**config.mk**
```make
export PLATFORM = sky130hd
export DESIGN_NAME = systolic_tile_sequencer
export DESIGN_NICKNAME = d
export VERILOG_FILES = /design/src/rtl/systolic_pkg.sv /design/src/rtl/systolic_tile_sequencer.sv
export SDC_FILE = /design/constraint.sdc
export NUM_CORES = 1
export LEC_CHECK = 0
export ABC_AREA = 1
export ABC_CLOCK_PERIOD_IN_PS = 3000
export CORE_AREA = 2 2 149 151
export DETAILED_ROUTE_END_ITERATION = 8
export DIE_AREA = 0 0 151 153
export PLACE_DENSITY = 0.69
export REMOVE_ABC_BUFFERS = 1
export SYNTH_ARGS = -nofsm -noshare
export SYNTH_HDL_FRONTEND = slang
export SYNTH_SLANG_ARGS = --single-unit
```
**constraint.sdc**
```tcl
create_clock -name clk -period 3 [get_ports clk]
set_input_delay 0.6 -clock clk [delete_from_list [all_inputs] [get_ports clk]]
set_output_delay 0.6 -clock clk [all_outputs]
set_load 0.01 [all_outputs]
```
**src/rtl/systolic_pkg.sv**
```systemverilog
// Shared types and constants for the systolic tile sequencer.
package systolic_pkg;

   localparam int PSUM_W = 32;

   typedef enum logic [2:0] {
      S_IDLE,
      S_CLEAR,
      S_LOAD_W,
      S_COMPUTE,
      S_DRAIN,
      S_DONE
   } seq_state_t;

   // Zero-activation beats needed to flush the skewed array pipeline.
   function automatic int DRAIN_CYC(input int n_cols, input int pipe);
      return n_cols + pipe;
   endfunction

endpackage

```
**src/rtl/systolic_tile_sequencer.sv**
```systemverilog
// Runs one weight-stationary tile: clear, load weights, K beats, drain, result.
// Array outputs are registered one cycle behind their handshake; readies decode from state only.
module systolic_tile_sequencer
   import systolic_pkg::*;
#(
   parameter int N_ROWS = 2,
   parameter int N_COLS = 2,
   parameter int PIPE   = 1,
   parameter int K_W    = 16
) (
   input  logic                            clk,
   input  logic                            rst_n,
   input  logic                            start,
   input  logic [K_W-1:0]                  cfg_k_len,
   input  logic [N_ROWS-1:0]               cfg_row_mask,
   input  logic                            abort,
   input  logic                            w_valid,
   output logic                            w_ready,
   input  logic [N_COLS*8-1:0]             w_data,
   input  logic                            a_valid,
   output logic                            a_ready,
   input  logic [N_ROWS*8-1:0]             a_data,
   input  logic [N_ROWS*N_COLS*PSUM_W-1:0] c_in_flat,
   output logic                            res_valid,
   input  logic                            res_ready,
   output logic [N_ROWS*N_COLS*PSUM_W-1:0] res_data,
   output logic                            arr_en,
   output logic                            arr_clr,
   output logic                            arr_load_weight,
   output logic [N_ROWS-1:0]               arr_row_en,
   output logic [N_ROWS*8-1:0]             arr_a_flat,
   output logic [N_COLS*8-1:0]             arr_b_flat,
   output logic                            busy,
   output logic                            cfg_err,
   output logic [31:0]                     stall_cnt
);

   localparam int DRN  = DRAIN_CYC(N_COLS, PIPE);
   localparam int DC_W = $clog2(DRN + 1);

   seq_state_t           state_q, state_d;
   logic [K_W-1:0]       k_len_q, k_len_d;
   logic [K_W-1:0]       beat_q, beat_d;
   logic [N_ROWS-1:0]    mask_q, mask_d;
   logic [DC_W-1:0]      drain_q, drain_d;
   logic [31:0]          stall_q, stall_d;
   logic                 en_q, en_d;
   logic                 clr_q, clr_d;
   logic                 lw_q, lw_d;
   logic                 err_q, err_d;
   logic [N_ROWS-1:0]    row_en_q, row_en_d;
   logic [N_ROWS*8-1:0]  a_q, a_d;
   logic [N_COLS*8-1:0]  b_q, b_d;

   always_comb begin
      state_d  = state_q;
      k_len_d  = k_len_q;
      beat_d   = beat_q;
      mask_d   = mask_q;
      drain_d  = drain_q;
      stall_d  = stall_q;
      en_d     = 1'b0;
      clr_d    = 1'b0;
      lw_d     = 1'b0;
      err_d    = 1'b0;
      a_d      = '0;
      b_d      = b_q;
      row_en_d = '0;

      case (state_q)
         S_IDLE: begin
            if (start) begin
               if (cfg_row_mask != '0) begin
                  k_len_d = cfg_k_len;
                  mask_d  = cfg_row_mask;
                  beat_d  = '0;
                  stall_d = '0;
                  state_d = S_CLEAR;
               end else begin
                  err_d = 1'b1;
               end
            end
         end
         S_CLEAR: begin
            clr_d   = 1'b1;
            state_d = S_LOAD_W;
         end
         S_LOAD_W: begin
            if (w_valid) begin
               lw_d    = 1'b1;
               b_d     = w_data;
               drain_d = '0;
               state_d = (k_len_q == '0) ? S_DRAIN : S_COMPUTE;
            end
         end
         S_COMPUTE: begin
            if (a_valid) begin
               en_d = 1'b1;
               for (int r = 0; r < N_ROWS; r++)
                  a_d[r*8 +: 8] = mask_q[r] ? a_data[r*8 +: 8] : 8'h00;
               beat_d = beat_q + K_W'(1);
               // Compare before incrementing so k_len = all-ones never wraps.
               if (beat_q == k_len_q - K_W'(1))
                  state_d = S_DRAIN;
            end else if (stall_q != '1) begin
               stall_d = stall_q + 32'd1;
            end
         end
         S_DRAIN: begin
            en_d    = 1'b1;
            drain_d = drain_q + DC_W'(1);
            if (drain_q == DC_W'(DRN - 1))
               state_d = S_DONE;
         end
         S_DONE: begin
            if (res_ready)
               state_d = S_IDLE;
         end
         default: state_d = S_IDLE;
      endcase

      if (abort) begin
         state_d = S_IDLE;
         k_len_d = k_len_q;
         mask_d  = mask_q;
         stall_d = stall_q;
         en_d    = 1'b0;
         clr_d   = 1'b0;
         lw_d    = 1'b0;
         err_d   = 1'b0;
         a_d     = '0;
      end

      if (state_d == S_IDLE)
         b_d = '0;
      else
         row_en_d = mask_d;
   end

   always_ff @(posedge clk or negedge rst_n) begin
      if (!rst_n) begin
         state_q  <= S_IDLE;
         k_len_q  <= '0;
         beat_q   <= '0;
         mask_q   <= '0;
         drain_q  <= '0;
         stall_q  <= '0;
         en_q     <= 1'b0;
         clr_q    <= 1'b0;
         lw_q     <= 1'b0;
         err_q    <= 1'b0;
         row_en_q <= '0;
         a_q      <= '0;
         b_q      <= '0;
      end else begin
         state_q  <= state_d;
         k_len_q  <= k_len_d;
         beat_q   <= beat_d;
         mask_q   <= mask_d;
         drain_q  <= drain_d;
         stall_q  <= stall_d;
         en_q     <= en_d;
         clr_q    <= clr_d;
         lw_q     <= lw_d;
         err_q    <= err_d;
         row_en_q <= row_en_d;
         a_q      <= a_d;
         b_q      <= b_d;
      end
   end

   assign w_ready         = (state_q == S_LOAD_W);
   assign a_ready         = (state_q == S_COMPUTE);
   assign res_valid       = (state_q == S_DONE);
   assign res_data        = res_valid ? c_in_flat : '0;
   assign busy            = (state_q != S_IDLE);
   assign arr_en          = en_q;
   assign arr_clr         = clr_q;
   assign arr_load_weight = lw_q;
   assign arr_row_en      = row_en_q;
   assign arr_a_flat      = a_q;
   assign arr_b_flat      = b_q;
   assign cfg_err         = err_q;
   assign stall_cnt       = stall_q;

endmodule

```
==> flow_summary.toml <==
[sta]
hold_viol_final = 0
relSlewSlack = 0.638
clock.fmax_mhz = 351
skew_ns = 0.0115
fin_hold_ws_ns = 0.118
tightest_slew_ns = 0.539
setup_ws_ns = 0.149
setup_viol = 0
timing.final.crit_share = 0.950
report.final.slew_viol_count = 0
fin_crit_ns = 2.85

[worst_setup_path]
cp.required_ns = 2.40
crit_arrival_ns = 2.25
endpoint_kind = "output port"
worst-setup-path-type = "register to output port"
start_kind = "register"
cp_max_fo = 47

[synth]
synth_edf_count = 0
synth.distinct_cells = 42
avgSynthCellArea_um2 = 6.63
synthFlopType = "dfrtp_1"
netlist_instances = 1039
syn_area_um2 = 6890
synth.yosys.warnings = 0
synthArstFlopShare = 1.00
ys_ff_latch = 109
yosysSeqAreaShare = 0.396

[cts]
cts.clk_slew.worst_paths_ns = 0.08
clockBufferDepth = 2
cts_tree = "built"
post_cts_buffers = 0
cts_sinks = 109
numCtsBuffers = 9
clkLatencyLatePin_ns = 0.37
holdBufCountCts = 0
cts-root-buf = "clkbuf_16"
h-tree-depth = 3

[grt]
grt_usage = 0.253
grt_pass1_wl_mm = 44.1
globalRouteOverflowTotal = 0
grt_pass1_vias = 7863
grt_max_degree = 95
antenna_found_initial = 1

[place]
numPortBuffers = 386
gp_congestion = 0.877
dp_hpwl_mm = 24.2
dp_cells = 1693
dp_slack_ns = 0.161

[layout]
syn_to_final_growth_pct = 66.4
nets = 1614
final_util = 0.534
multi_input_area_um2 = 3170
final-seq-area_um2 = 2730
instances_no_fill = 1710
antenna_cells = 0
final_layout_size_suffix_gt1_frac = 0.0517
final.fill_count = 2084

[drt]
drt_iter0_markers = 402
via_count = 7853
avgRoutedWirePerCell_um = 17.4
route.detailed.drc = 0
drt_wl_total_mm = 29.8
vias_per_cell = 4.59
antenna_left = 0
dr.pass1.iters = 6

[floorplan]
fp-row-count = 54
die_h_um = 153
ios = 387
initial_core_util = 0.321
core-area_um2 = 21500
dieArea_um2 = 23100
die_w_um = 151

[hold_path]
hp-class = "input port to asynchronous set/reset pin"

[outcome]
status = "finished clean"

[power_and_ir_drop]
vdd_drop_max_uv = 270
power.leakage_nw = 5.97
power_density_nw_per_um2 = 364

[flow_run]
cap_violations = 0
[worst max-delay path: stages (launching register included)]
cell and delay (ns):
dfrtp_1 0.45, nor3_1 0.21, buf_4 0.16, inv_4 0.10, buf_16 0.21, nor2_1 0.10, clkdlybuf4s50_1 0.64
[report_power, final]
group / leakage [nW] / internal [mW] / switching [mW] / total, mW
sequential: 1.49 / 1.60 / 0.133 / 1.73
clock: 0.144 / 0.587 / 0.615 / 1.20
combinational: 4.34 / 0.559 / 0.690 / 1.25
[synth_stat cells (3+ instances only)]
master / n / area, um^2
nand2_1: 241 / 905
inv_1: 220 / 826
nor2_1: 202 / 758
dfrtp_1: 109 / 2730
nand3_1: 40 / 200
a21oi_1: 32 / 160
o21ai_0: 31 / 155
nor3_1: 21 / 105
clkbuf_1: 18 / 67.6
nand4_1: 13 / 81.3
xnor2_1: 9 / 78.8
xor2_1: 9 / 78.8
nor2_2: 8 / 50.1
nor4_1: 8 / 50.1
o21ai_1: 8 / 40.0
nand3b_1: 7 / 52.6
o31ai_1: 7 / 52.6
nand3_2: 5 / 50.1
nor3_2: 5 / 50.1
buf_6: 4 / 45.0
ha_1: 4 / 50.1
a31oi_1: 3 / 18.8
buf_4: 3 / 22.5
inv_2: 3 / 11.3
nand2_2: 3 / 18.8
nor3_4: 3 / 48.8
o21a_1: 3 / 22.5
[through the flow]
stage	TNS [ns]	area [um^2]	power, mW
after detailed placement	0	11100	3.00
after global placement	0	11100	2.98
final	0	11500	4.18
after floorplan	-51.40	6750	2.45
after CTS	0	11400	4.21
after global routing	-0.0334	11500	4.46
[final cells by class]
type | instances | area share
Timing Repair Buffer | 402 | 0.355
Tap cell | 280 | 0.0306
Inverter | 226 | 0.0745
Multi-Input combinational cell | 677 | 0.277
Clock buffer | 9 | 0.0196
Sequential cell | 109 | 0.238
Clock inverter | 7 | 0.00556
[state kept, by name, indices dropped and copies added (netlist names)]
signal	flops
stall_cnt	32
arr_a_flat	16
arr_b_flat	16
beat_q	16
k_len_q	16
state_q	3
arr_row_en	2
drain_q	2
mask_q	2
arr_clr	1
arr_en	1
arr_load_weight	1
cfg_err	1
[cells in the final DEF (no fill, tap or decap), drive strengths merged]
cell type / Yosys / layout
nand2: 245 / 245
o31ai: 7 / 7
ha: 4 / 4
o21ai: 39 / 39
and3: 2 / 2
a2bb2oi: 2 / 2
a31oi: 3 / 3
nor3: 29 / 29
xor2: 9 / 9
clkbuf: 18 / 10
buf: 9 / 17
xnor2: 9 / 9
or2: 1 / 1
inv: 224 / 230
nand4: 13 / 13
nor4: 9 / 9
o21ba: 1 / 1
nor3b: 2 / 2
nor2: 212 / 212
clkdlybuf4s50: 0 / 365
clkinv: 2 / 3
o21a: 3 / 3
a211oi: 1 / 1
dlygate4sd2: 0 / 1
a21oi: 32 / 32
o21bai: 1 / 1
nand3: 46 / 46
dfrtp: 109 / 109
nand3b: 7 / 7
dlymetal6s2s: 0 / 18
[kinds of logic after synthesis]
kind of cell	share of synthesized area
adders and majority gates	0.00726
buffers and inverters	0.145
and+or+nand+nor	0.358
DFF	0.396
xor gates and xnor gates	0.0229
AOI/OAI and AO/OA	0.0714
[per-layer routing]
metal	track usage	up-vias	wire, um	share of wire
li1	-	3902	-	-
met1	0.277	3579	11400	0.38
met2	0.437	319	14400	0.48
met3	0.111	51	3240	0.11
met4	0.0806	2	762	0.026
met5	0	-	13	0.00044
[worst paths after layout]
path,startpoint,to,slack (ns),cells past startpoint
max,state_q[1],res_data[30],0.15,6
min,rst_n,arr_b_flat[10],0.12,1
max reg2reg,k_len_q[0],arr_row_en[0],0.43,15
min reg2reg,drain_q[0],drain_q[0],0.50,1
max in group asynchronous,rst_n,state_q[2],2.18,2
min in group clk,drain_q[0],drain_q[0],0.50,1
[what timing repair did]
| action | in CTS | in global routing |
|---|---|---|
| resized for setup | 1 | 21 |
| gates cloned | 0 | 1 |
| setup endpoints to repair | 1 | 89 |
Note: power is estimated with default switching activity, not from simulation.
